--- config.mk ---
export PLATFORM = sky130hd
export DESIGN_NAME = instruction_fetch
export DESIGN_NICKNAME = d
export VERILOG_FILES = /design/src/rtl/instruction_fetch_pkg.sv /design/src/rtl/fetch_pc_gen.sv /design/src/rtl/instruction_fetch.sv
export SDC_FILE = /design/constraint.sdc
export NUM_CORES = 1
export LEC_CHECK = 0
export BUFFER_PORTS_ARGS = -buffer_cell sky130_fd_sc_hd__buf_2
export CAP_MARGIN = 20
export CORE_MARGIN = 2
export CORE_UTILIZATION = 50
export DETAILED_ROUTE_END_ITERATION = 8
export MAX_ROUTING_LAYER = met4
export PLACE_DENSITY = 0.95
export SLEW_MARGIN = 20
export SYNTH_ARGS = -nofsm -noshare
export SYNTH_HDL_FRONTEND = slang
export SYNTH_SLANG_ARGS = --single-unit
--- constraint.sdc ---
create_clock -name clk_i -period 4.95 [get_ports clk_i]
set_input_delay 0.495 -clock clk_i [delete_from_list [all_inputs] [get_ports clk_i]]
set_output_delay 0.495 -clock clk_i [all_outputs]
set_load 0.02 [all_outputs]
--- src/rtl/instruction_fetch_pkg.sv ---
// instruction_fetch_pkg: shared widths, NOP encoding and fetch FSM state type.
package instruction_fetch_pkg;
    localparam int ADDR_W = 20;
    localparam int INSTR_W = 32;
    localparam logic [INSTR_W-1:0] NOP_ENC = 32'h00000013;
    typedef enum logic {FETCH, WAIT} fetch_state_e;
endpackage

--- src/rtl/fetch_pc_gen.sv ---
// fetch_pc_gen: fetch PC register with word-aligned redirect and modulo +4 advance.
module fetch_pc_gen
    import instruction_fetch_pkg::*;
#(
    parameter logic [ADDR_W-1:0] BOOT_ADDR = 20'h01000
) (
    input  logic              clk_i,
    input  logic              rsn_i,
    input  logic              redirect_i,
    input  logic [ADDR_W-1:0] redirect_pc_i,
    input  logic              advance_i,
    output logic [ADDR_W-1:0] pc_o
);
    logic [ADDR_W-1:0] pc_q, pc_d;

    always_comb begin
        pc_d = redirect_i ? {redirect_pc_i[ADDR_W-1:2], 2'b00} :
               advance_i  ? pc_q + ADDR_W'(4) : pc_q;
    end

    always_ff @(posedge clk_i) begin
        if (!rsn_i) pc_q <= BOOT_ADDR;
        else        pc_q <= pc_d;
    end

    assign pc_o = pc_q;
endmodule

--- src/rtl/instruction_fetch.sv ---
// instruction_fetch: FETCH/WAIT fetch stage feeding decode from the I-cache.
// Define FETCH_STALL_CNT_EN to add the stall_cnt_o cycle counter.
module instruction_fetch
    import instruction_fetch_pkg::*;
#(
    parameter logic [ADDR_W-1:0]  BOOT_ADDR = 20'h01000,
    parameter logic [INSTR_W-1:0] NOP_INSTR = NOP_ENC
) (
    input  logic               clk_i,
    input  logic               rsn_i,
    output logic [ADDR_W-1:0]  icache_addr_o,
    input  logic [INSTR_W-1:0] icache_data_i,
    input  logic               icache_miss_i,
    output logic               icache_cancel_o,
    input  logic               redirect_i,
    input  logic [ADDR_W-1:0]  redirect_pc_i,
    input  logic               dec_stall_i,
    output logic [INSTR_W-1:0] instr_o,
    output logic [ADDR_W-1:0]  pc_o,
    output logic               valid_o
`ifdef FETCH_STALL_CNT_EN
    ,output logic [31:0]       stall_cnt_o
`endif
);
    fetch_state_e       state_q, state_d;
    logic [INSTR_W-1:0] instr_q, instr_d;
    logic [ADDR_W-1:0]  pc_out_q, pc_out_d;
    logic               valid_q, valid_d;
    logic [ADDR_W-1:0]  pc;
    logic               advance;

    assign advance = !redirect_i && !dec_stall_i && !icache_miss_i;

    fetch_pc_gen #(.BOOT_ADDR(BOOT_ADDR)) u_pc_gen (
        .clk_i         (clk_i),
        .rsn_i         (rsn_i),
        .redirect_i    (redirect_i),
        .redirect_pc_i (redirect_pc_i),
        .advance_i     (advance),
        .pc_o          (pc)
    );

    always_comb begin
        state_d  = state_q;
        instr_d  = instr_q;
        pc_out_d = pc_out_q;
        valid_d  = valid_q;
        if (redirect_i) begin
            state_d = FETCH;
            instr_d = NOP_INSTR;
            valid_d = 1'b0;
        end else if (!dec_stall_i) begin
            state_d  = icache_miss_i ? WAIT : FETCH;
            instr_d  = icache_miss_i ? NOP_INSTR : icache_data_i;
            pc_out_d = icache_miss_i ? pc_out_q : pc;
            valid_d  = !icache_miss_i;
        end
    end

    always_ff @(posedge clk_i) begin
        if (!rsn_i) begin
            state_q  <= FETCH;
            instr_q  <= NOP_INSTR;
            pc_out_q <= '0;
            valid_q  <= 1'b0;
        end else begin
            state_q  <= state_d;
            instr_q  <= instr_d;
            pc_out_q <= pc_out_d;
            valid_q  <= valid_d;
        end
    end

    assign icache_addr_o   = pc;
    assign icache_cancel_o = redirect_i && state_q == WAIT;
    assign instr_o         = instr_q;
    assign pc_o            = pc_out_q;
    assign valid_o         = valid_q;

`ifdef FETCH_STALL_CNT_EN
    logic [31:0] stall_cnt_q, stall_cnt_d;

    assign stall_cnt_d = stall_cnt_q + 32'(state_q == WAIT || dec_stall_i);

    always_ff @(posedge clk_i) begin
        if (!rsn_i) stall_cnt_q <= '0;
        else        stall_cnt_q <= stall_cnt_d;
    end

    assign stall_cnt_o = stall_cnt_q;
`endif
endmodule

Yosys cells after proc, flatten, opt, wreduce, memory -nomap -nowiden
Index checks and enable logic that the tools add are counted.
Word-level totals
  flip-flop bits (word level): 74
  bits in latches: 0
  RAM bits: 0
  ROM bits: 0
  input port bits: 57
  output and inout bits: 74
  memories kept: 0
Cells by class
  $add $sub $neg: 1
  multipliers: 0
  div/mod/pow operators: 0
  order comparisons: 0
  eq/ne operators: 0
  shift operators: 0
  muxes and demuxes: 4
  bitwise gates (word level): 4
  reductions and logical operators: 9
Operator list (count)
  $mux W20: 2
  $mux W32: 1
  $add A20 B3 Y20 const B: 1
  $not A1 Y1: 4
  $logic_and A1 B1 Y1: 3
  $logic_not A1 Y1: 3
  $reduce_and A3 Y1: 1
  $reduce_bool A2 Y1: 1
  $reduce_or A2 Y1: 1
  $mux W1: 1

Longest topological paths before layout
Gate-level depths: netlist of the first run.
  word-level depth: 5
  depth in mapped cells: 7

Modules after synthesis
A second synthesis of the first run with hierarchy kept.
Second synthesis, totals
  cells, all modules: 365
  area total of the unflattened synthesis: 3195.6 um^2
Modules (own cells, without submodules)
  instruction_fetch: times used 1, cells an instance 239, area each 2143.3 um^2, seq. area each 1081.0 um^2
  fetch_pc_gen: times used 1, cells an instance 126, area each 1052.3 um^2, seq. area each 360.3 um^2

Worst setup path after synthesis of the first run
Ideal clock, no wire load.
  path kind: input to register
  start: in dec_stall_i
  end: reg u_pc_gen.pc_q[17] (netlist: u_pc_gen.pc_o[17])
  library setup time: 74 ps
  arrival time: 2039 ps
  data required time: 4876 ps
  setup slack: 2837 ps
  stages: 6
  path buffers: 2
  cell sequence: buf_6 -> nand4bb_4 -> buf_6 -> or4_4 -> or4_1 -> a31oi_1
Between the ends
  word-level cells in the longest chain between the ends: 4
Ends and longest elaborated chain
  from (decl): RTL line instruction_fetch.sv:17  | input logic dec_stall_i,
  $logic_not A1 Y1
  $logic_and A1 B1 Y1 (2 in a row): RTL line instruction_fetch.sv:32  | assign advance = !redirect_i && !dec_stall_i && !icache_miss_i;
  $reduce_bool A2 Y1 (no line)
  to (signal assigned): RTL line fetch_pc_gen.sv:23  | else pc_q <= pc_d;
  to (decl): RTL line fetch_pc_gen.sv:14  | logic [ADDR_W-1:0] pc_q, pc_d;
No other way between the ends.
A chain may end at the register's enable or synchronous reset.

Final worst setup path of the first run
  start: in redirect_i
  end: reg instr_q[19] (netlist: instr_o[19])
Between the ends
  word-level cells in the longest chain between the ends: 1
Ends and longest elaborated chain
  from (decl): RTL line instruction_fetch.sv:15  | input logic redirect_i,
  $reduce_or A2 Y1 (no line)
  to (signal assigned): RTL line instruction_fetch.sv:68  | instr_q <= instr_d;
  to (decl): RTL line instruction_fetch.sv:26  | logic [INSTR_W-1:0] instr_q, instr_d;
No other way between the ends.

==> results by group, run 1 <==
Status
  – Status: finished, final reports clean

Synthesis
  – Syn. warnings: 0
  – XOR/XNOR Fraction of Synth Area: 0.0401
  – Post-synthesis simple-gate area fraction: 0.201
  – Post-Syn Instances: 321
  – Most frequent cell after synthesis: dfxtp_1
  – Area leader, netlist: dfxtp_1
  – Synth top area share: 0.494
  – Dominant cells by area after synthesis: dfxtp_1 (49%), a22oi_1 (7.7%), nand2_1 (6.9%)
  – Synth Area in Adders: 0.00441
  – Synth async-reset ratio: 0
  – Post-Syn Area: 2840 um^2
  – Commonest cells in the netlist: dfxtp_1 (70), nand2_1 (52), nor2_1 (31)
  – Mean post-synth cell area: 8.84 um^2
  – Synth Area in Compound Gates: 0.200
  – Largest family of logic cells by synthesized area: simple AND/OR/NAND/NOR gates
  – Mux contribution to synthesized area: 0.00750
  – Count of state elements after synthesis: 70
  – Sequential area share after synthesis: 0.494
  – Post-synth EDFFs: 0
  – Netlist cell types: 42
  – Ys flop type: dfxtp_1

CTS
  – Clk buf depth: 2
  – Worst-path clk slew: 0.07 ns
  – Cts bufs inserted: 9
  – Postcts setup bufs: 0
  – H-tree levels: 3
  – Cts repair resizes: 0
  – Hold buffer count at CTS: 0
  – Clock Sinks: 70
  – CTS tree: yes
  – Clk Latency, worst-skew pair: 0.33 ns
  – CTS root buffer: clkbuf_8

Place
  – Port bufs: 124
  – Placed inst area: 3440 um^2
  – GPL Wtd Cong: 0.847
  – Post-DP HPWL: 4980 um
  – Dpl ws: 2.30 ns

Cells and area
  – Fillcell total: 444
  – Area Growth Syn to Fin: 29.3%
  – Fin area: 3670 um^2
  – Multi-input logic area: 1300 um^2
  – Post-layout net count: 493
  – Inserted Diodes: 0
  – Fin util: 0.666
  – Share of layout cells above drive strength 1: 0.336
  – Register area: 1400 um^2

Critical path
  – Startpoint Class: input port
  – Worst Path Arrival: 2.39 ns
  – CP Class: in -> reg
  – Worst endpoint required time: 5.14 ns
  – CP endpoint kind: register
  – Flop-to-flop setup slack: 2.84 ns
  – CP Max Fanout: 30

Global route
  – Initial antenna violation count: 0
  – First-pass GRT wire length: 11000 um
  – Largest net degree at the start of global routing: 42
  – Total gr overflow: 0
  – Vias in the first global route: 2533
  – Tot GR Track Use: 0.230

STA
  – Max Freq: 453 MHz
  – Skew final: 0.00323 ns
  – Max Slew Vio Count: 0
  – RSZ-0062 raised after global routing: no
  – Post-Route Setup TNS: 0 ns
  – Period utilisation layout: 0.446
  – Worst slew pin tran: 0.961 ns
  – Worst Setup Slack, final: 2.74 ns
  – Final hold viol count: 0
  – Period minus WS final: 2.21 ns
  – Final setup violation count: 0
  – Max-slew headroom: 0.358

Pwr
  – Total chip power: 1230 uW
  – LEAKAGE: 0.00160 uW
  – Worst vdd ir: 0.000205 V
  – P per Cell Area: 336 nW/um^2

Detailed routing
  – Via/cell ratio: 5.33
  – DR iter-0 viols: 133
  – Router iterations before antenna repair: 4
  – DR WL/cell: 13.7 um
  – Antenna viol nets, final: 0
  – Routed Wire Length: 7000 um
  – Vias: 2730
  – DRC Markers: 0

Floorplan
  – Die area: 6290 um^2
  – Initial core utilization: 0.515
  – Placement row count: 27
  – Num ports: 131
  – Core box area: 5510 um^2
  – Die width: 79.3 um
  – Die height: 79.3 um

Min path
  – Worst hold path class: in -> reg

Job
  – Max-Cap Viols: 0
## critical path, cell delays in order
cell,delay (ns)
buf_2,0.25
clkinv_1,0.57
nand2_1,0.95
nor2_1,0.12
## layer usage
metal  GRT usage  share of wire  vias to the layer above
met3      0.0545          0.068                       14
met4       0.105          0.021                        0
met5           -              0                        -
met2       0.406           0.49                      112
met1       0.244           0.42                     1264
li1            -              -                     1340
## power by group
part / internal [uW] / switching, uW / total [uW]
clock: 288 / 203 / 491
combinational: 53.9 / 80.5 / 134
sequential: 582 / 23.2 / 606
total: 925 / 307 / 1230
## path summary, 6_finish.rpt
path,startpoint,end,depth (start not counted)
max reg2reg,u_pc_gen.pc_o[7],u_pc_gen.pc_o[17],4
max,redirect_i,instr_o[19],4
min reg2reg,pc_o[7],pc_o[7],2
min,icache_data_i[3],instr_o[3],3
## placed cells by master (no fill, tap or decap), types with 2 or more instances in the layout
master,synthesis,layout
nand4_1,5,5
dfxtp_1,70,70
nor3_1,2,2
o22ai_1,3,3
o21ai_0,15,15
xor2_1,5,5
nor2b_1,2,2
o211a_1,2,2
and2_1,3,3
nand3_1,7,7
inv_1,4,4
a21boi_0,18,18
nor2_1,31,30
conb_1,1,4
a31oi_1,2,2
buf_2,0,124
nor4_1,6,6
clkbuf_8,0,13
buf_4,4,2
or4_1,2,2
a22oi_1,29,29
a21oi_1,11,11
xnor2_1,8,8
nand2_1,52,52
## final cells by class
cell class / count / area share
Tap cell: 72 / 0.0246
Sequential cell: 70 / 0.382
Clock buffer: 14 / 0.0498
Inverter: 5 / 0.00512
Clock inverter: 2 / 0.0102
Multi-Input combinational cell: 223 / 0.355
Timing Repair Buffer: 126 / 0.173
## flip-flops by register name, summed over array words and instances, names as in the netlist
name,cells
pc_o,18
u_pc_gen.pc_o,18
valid_o,1
state_q,1
instr_o,32
## metrics by stage
stage | hold slack (ns) | instances
finish | 0.386 | 512
global placement | 0.447 | 495
detailed placement | 0.459 | 495
CTS | 0.366 | 511
floorplan | 0.446 | 324
global route | 0.381 | 512
## cell families after synthesis
logic type / count (synthesis)
mux: 2
fa+ha+maj: 1
compound gates: 84
flops: 70
other cells: 1
xor+xnor: 13
buf+inv: 31
simple gates: 119
Power figures use the tool's default switching activity.
==> run 2, diff against run 1 <==
--- a/config.mk
+++ b/config.mk
@@ -8,10 +8,10 @@
 export BUFFER_PORTS_ARGS = -buffer_cell sky130_fd_sc_hd__buf_2
 export CAP_MARGIN = 20
 export CORE_MARGIN = 2
-export CORE_UTILIZATION = 50
+export CORE_UTILIZATION = 42
 export DETAILED_ROUTE_END_ITERATION = 8
 export MAX_ROUTING_LAYER = met4
-export PLACE_DENSITY = 0.95
+export PLACE_DENSITY = 0.86
 export SLEW_MARGIN = 20
 export SYNTH_ARGS = -nofsm -noshare
 export SYNTH_HDL_FRONTEND = slang
==> constraint.sdc (replaced) <==
create_clock -name clk_i -period 2 [get_ports clk_i]
set_input_delay 0.2 -clock clk_i [delete_from_list [all_inputs] [get_ports clk_i]]
set_output_delay 0.2 -clock clk_i [all_outputs]
set_load 0.02 [all_outputs]
==> run 2 against run 1 <==
Effect of this change:
- worst setup slack got worse by 2.6 ns
- power rose to 2.7 times the previous value
- sequential cell count unchanged
- sequential share of layout area shrank 1.4 points
- global-route usage decreased by 1.6 points
- highest routed layer unchanged
==> results by group, run 2 (synthesis gave the netlist of run 1 again) <==
Critical path
  – CP Max Fanout: 5 (-83%)
  – Critical Path Max Stage Delay: 0.51 ns (-0.44 ns)
  – CP Class: reg -> reg
  – Worst Path Arrival: 2.15 ns (-0.24 ns)
  – CP endpoint kind: register
  – Worst endpoint required time: 2.27 ns (-2.87 ns)
  – Crit path max-delay cell type: or4_1
  – Startpoint Class: register
  – Crit-path cells: nand4_1 > or4_4 > or4_1 > a31oi_1

Cells and area
  – Inserted Diodes: 0 (unchanged)
  – Fillcell total: 589 (+33%)
  – Post-layout net count: 505 (+2.4%)
  – Share of layout cells above drive strength 1: 0.363 (+0.0265)
  – Post-Layout Cell Count: 529 (+3.3%)
  – Commonest non-fill, non-tap cell in the layout: buf_2
  – Fin util: 0.591 (-0.0749)
  – Commonest cells after routing, fill and taps aside: buf_2 (124), dfxtp_1 (67), nand2_1 (52)
  – Max FFs per register: 32 (unchanged)
  – Area Growth Syn to Fin: 34.6%

CTS
  – Cts repair resizes: 0 (unchanged)
  – CTS tree: yes
  – CTS root buffer: clkbuf_8
  – Hold buffer count at CTS: 0 (unchanged)
  – Postcts setup bufs: 0 (unchanged)
  – Clk buf depth: 2 (unchanged)
  – Clk Latency, worst-skew pair: 0.34 ns (about the same)
  – Clock Sinks: 70 (unchanged)
  – H-tree levels: 3 (unchanged)
  – Worst-path clk slew: 0.08 ns (about the same)
  – Cts bufs inserted: 9 (unchanged)

Place
  – Dpl ws: 0.123 ns (-2.18 ns)
  – DP Cell Count: 513 (+3.6%)
  – Post-DP HPWL: 5120 um (+2.7%)
  – Port bufs: 124 (unchanged)
  – GPL Wtd Cong: 0.876 (+3.4%)

Floorplan
  – Placement row count: 29 (+7.4%)
  – Die width: 86.2 um (+8.6%)
  – Die height: 86.2 um (+8.6%)
  – Die area: 7430 um^2 (+18%)
  – Core box area: 6460 um^2 (+17%)
  – Num ports: 131 (unchanged)
  – Initial core utilization: 0.439 (-0.0759)

Global route
  – Vias in the first global route: 2635 (+4.0%)
  – Tot GR Track Use: 0.214 (-0.0162)
  – First-pass GRT wire length: 12200 um (+11%)
  – Largest net degree at the start of global routing: 41 (-2.4%)
  – Total gr overflow: 0 (unchanged)
  – Initial antenna violation count: 0 (unchanged)

Detailed routing
  – DRC Markers: 0 (unchanged)
  – Vias: 2732 (+0.073%)
  – Via/cell ratio: 5.16 (-3.1%)
  – DR WL/cell: 14.1 um (+3.1%)
  – Routed Wire Length: 7450 um (+6.6%)
  – Antenna viol nets, final: 0 (unchanged)
  – DR iter-0 viols: 145 (+9.0%)
  – Router iterations before antenna repair: 5 (+1)

STA
  – Worst Setup Slack, final: 0.120 ns (-2.62 ns)
  – Final setup violation count: 0 (unchanged)
  – Period utilisation layout: 0.940
  – Max-slew headroom: 0.587 (+0.229)
  – Final hold viol count: 0 (unchanged)
  – RSZ-0062 raised after global routing: no
  – Max Slew Vio Count: 0 (unchanged)
  – Worst slew pin tran: 0.618 ns (-0.343 ns)
  – Post-Route Setup TNS: 0 ns (unchanged)
  – Max Freq: 532 MHz
  – Period minus WS final: 1.88 ns
  – Skew final: 0.0110 ns (+0.00778 ns)

Min path
  – Worst hold path class: in -> reg

Pwr
  – LEAKAGE: 0.00169 uW (+5.2%)
  – P per Cell Area: 885 nW/um^2 (+160%)
  – Total chip power: 3380 uW (+170%)
  – Worst vdd ir: 0.000426 V (+110%)

Status
  – Status: finished, final reports clean

Job
  – Max-Cap Viols: 0 (unchanged)
[run 2: area by class of cell]
| type | instances | area, um^2 | share of cell area |
|---|---|---|---|
| tap | 77 | 96.3 | 0.0252 |
| sequential | 70 | 1410 | 0.368 |
| timing repair buffer | 138 | 726 | 0.190 |
| clock inverter | 6 | 133 | 0.0347 |
| multi-input combinational | 223 | 1300 | 0.341 |
| inverter | 5 | 18.8 | 0.00492 |
| clock buffer | 10 | 138 | 0.0361 |
[run 2: report_power, final]
group	internal [uW]	leakage (uW)	switching [uW]	total, uW
combinational	149	0.000982	216	364
clock	987	0.000132	537	1520
sequential	1440	0.000572	48.3	1490
total	2580	0.00169	802	3380
[run 2: routing by layer]
metal,track usage,vias to the layer above,wire length [um]
met1,0.255,1241,3230
met3,0.0410,9,507
met4,0.102,0,118
met5,-,-,0
met2,0.350,115,3600
li1,-,1367,-
[run 2: worst max-delay path: cells and delay by family, from the launching register on]
kind             cells  cell delay, ns
AND/OR/NAND/NOR      3            1.23
AO/OA/AOI/OAI        1            0.16
flip-flops           1            0.41
[run 2: final timing paths]
kind | startpoint | end | slack, ns | cells after the start
worst max register to register | u_pc_gen.pc_o[13] | u_pc_gen.pc_o[17] | 0.12 | 4
worst min register to register | pc_o[15] | pc_o[15] | 0.46 | 2
worst min-delay path | icache_data_i[1] | instr_o[1] | 0.08 | 3
worst max-delay path | u_pc_gen.pc_o[13] | u_pc_gen.pc_o[17] | 0.12 | 4
[run 2: stage by stage]
step / instance area, um^2 / hold WS, ns
CTS: 3820 / 0.0728
finish: 3820 / 0.0770
detailed placement: 3550 / 0.432
global route: 3820 / 0.0830
floorplan: 2850 / 0.325
global placement: 3550 / 0.421
==> run 3, diff against run 2 <==
==> constraint.sdc (replaced) <==
create_clock -name clk_i -period 2 [get_ports clk_i]
set_input_delay 0.3 -clock clk_i [delete_from_list [all_inputs] [get_ports clk_i]]
set_output_delay 0.3 -clock clk_i [all_outputs]
set_load 0.02 [all_outputs]
==> run 3 against run 2 <==
Effect of this change:
- first-iteration DRC count down 33%
- combinational power rose by 1%
- sequential power about the same
- non-clock buffer count is 3 higher
- cell count grew 0.38%
==> results by group, run 3 (synthesis gave the netlist of run 1 again) <==
STA
  – Max Freq: 547 MHz (+2.9%)
  – RSZ-0062 raised after global routing: no
  – Period utilisation layout: 0.913 (-0.0268)
  – Max-slew headroom: 0.593 (+0.00554)
  – Final hold viol count: 0 (unchanged)
  – Max Slew Vio Count: 0 (unchanged)
  – Period minus WS final: 1.83 ns (-0.0536 ns)
  – Hold WS: 0.183 ns (+0.106 ns)
  – Worst slew pin tran: 0.610 ns (-0.00829 ns)
  – Post-Route Setup TNS: 0 ns (unchanged)
  – Skew final: 0.00762 ns (-0.00339 ns)
  – Final setup violation count: 0 (unchanged)

CTS
  – Postcts setup bufs: 0 (unchanged)
  – Cts bufs inserted: 9 (unchanged)
  – CTS root buffer: clkbuf_8
  – Cts repair resizes: 0 (unchanged)
  – CTS tree: yes
  – Clk buf depth: 2 (unchanged)
  – Worst-path clk slew: 0.07 ns (about the same)
  – Clock Sinks: 70 (unchanged)
  – Clk Latency, worst-skew pair: 0.34 ns (about the same)
  – Hold buffer count at CTS: 0 (unchanged)
  – H-tree levels: 3 (unchanged)

Cells and area
  – Post-Layout Cell Count: 531 (+0.38%)
  – Area Growth Syn to Fin: 33.7%
  – Inserted Diodes: 0 (unchanged)
  – Share of layout cells above drive strength 1: 0.366 (+0.00281)
  – Commonest cells after routing, fill and taps aside: buf_2 (124), dfxtp_1 (67), nand2_1 (52)
  – Max FFs per register: 32 (unchanged)
  – Post-layout net count: 508 (+0.59%)
  – Commonest non-fill, non-tap cell in the layout: buf_2
  – Fin util: 0.587 (-0.00407)

Critical path
  – Critical Path Max Stage Delay: 0.53 ns (+0.02 ns)
  – Crit path buffers/inverters: 0 (unchanged)
  – CP Max Fanout: 4 (-1)
  – Worst endpoint required time: 2.27 ns (about the same)
  – Setup crit end: u_pc_gen.pc_o[17]
  – Register-to-Register Path Depth: 4 (unchanged)
  – Worst r2r src: u_pc_gen.pc_o[9]
  – Startpoint Class: register
  – FF-to-FF End: u_pc_gen.pc_o[17]
  – Crit path max-delay cell type: or4_4
  – CP endpoint kind: register
  – Flop-to-flop setup slack: 0.17 ns (+0.05 ns)
  – CP Class: reg -> reg
  – Crit-path cells: nand4_2 > or4_4 > or4_1 > a31oi_1
  – Crit path from: u_pc_gen.pc_o[9]
  – Crit path depth: 4 (unchanged)
  – Kind of cell adding the most delay to the critical path: simple AND/OR/NAND/NOR gates
  – Worst Path Arrival: 2.10 ns (-0.05 ns)

Floorplan
  – Initial core utilization: 0.439 (unchanged)
  – Placement row count: 29 (unchanged)
  – Num ports: 131 (unchanged)
  – Die area: 7430 um^2 (unchanged)
  – Core box area: 6460 um^2 (unchanged)
  – Die width: 86.2 um (unchanged)
  – Die height: 86.2 um (unchanged)

Pwr
  – Total chip power: 3110 uW (-7.9%)
  – LEAKAGE: 0.00168 uW (-0.19%)
  – P per Cell Area: 821 nW/um^2 (-7.2%)
  – Worst vdd ir: 0.000401 V (-5.9%)

Place
  – DP Cell Count: 516 (+0.58%)
  – Post-DP HPWL: 5200 um (+1.5%)
  – Port bufs: 124 (unchanged)
  – GPL Wtd Cong: 0.907 (+3.6%)

Job
  – Max-Cap Viols: 0 (unchanged)

Detailed routing
  – Via/cell ratio: 5.16 (-0.16%)
  – Routed Wire Length: 7210 um (-3.3%)
  – DR WL/cell: 13.6 um (-3.7%)
  – DRC Markers: 0 (unchanged)
  – DR iter-0 viols: 97 (-33%)
  – Vias: 2738 (+0.22%)
  – Antenna viol nets, final: 0 (unchanged)
  – Router iterations before antenna repair: 6 (+1)

Min path
  – Worst hold path class: in -> reg

Global route
  – Largest net degree at the start of global routing: 41 (unchanged)
  – Tot GR Track Use: 0.203 (-0.0109)
  – First-pass GRT wire length: 11600 um (-5.4%)
  – Initial antenna violation count: 0 (unchanged)
  – Vias in the first global route: 2564 (-2.7%)
  – Total gr overflow: 0 (unchanged)

Status
  – Status: finished, final reports clean
## run 3: changes by cell type in the layout (fill, tap and decap cells not counted)
| cell | change |
|---|---|
| clkinv_2 | +1 |
| buf_4 | +3 |
| clkbuf_8 | +1 |
| bufinv_16 | -2 |
| clkinvlp_4 | -1 |
## run 3: worst min-delay path by stage
stage,startpoint,endpoint,slack (ns),cells after the start
finish,redirect_pc_i[2],u_pc_gen.pc_o[2],0.18,2
global route,redirect_pc_i[2],u_pc_gen.pc_o[2],0.18,2
CTS,icache_data_i[0],instr_o[0],0.17,3
detailed placement,pc_o[18],pc_o[18],0.45,2
global placement,pc_o[15],pc_o[15],0.45,2
floorplan,redirect_i,instr_o[0],0.43,2
## run 3: per-stage QoR
| step | area [um^2] | setup slack (ns) |
|---|---|---|
| 2_1_floorplan | 2850 | 0.0106 |
| 3_3_place_gp | 3570 | 0.102 |
| 3_5_place_dp | 3570 | 0.0910 |
| 4_1_cts | 3790 | 0.159 |
| 5_1_grt | 3790 | 0.0523 |
| 6_report | 3790 | 0.173 |
## run 3: report_power, final
part / internal [uW] / switching (uW)
registers: 1440 / 45.6
logic: 152 / 216
clock network: 759 / 498
## run 3: per-layer routing
metal / global-route usage / wire length [um]
met1: 0.232 / 3200
met2: 0.337 / 3390
met3: 0.0476 / 483
met4: 0.0952 / 138
met5: - / 0
## run 3: layout make-up
class | count | area (um^2)
Tap cell | 77 | 96.3
Timing Repair Buffer | 141 | 748
Clock buffer | 11 | 151
Inverter | 5 | 18.8
Fill cell | 573 | 2670
Sequential cell | 70 | 1410
Multi-Input combinational cell | 223 | 1300
Clock inverter | 4 | 70.1
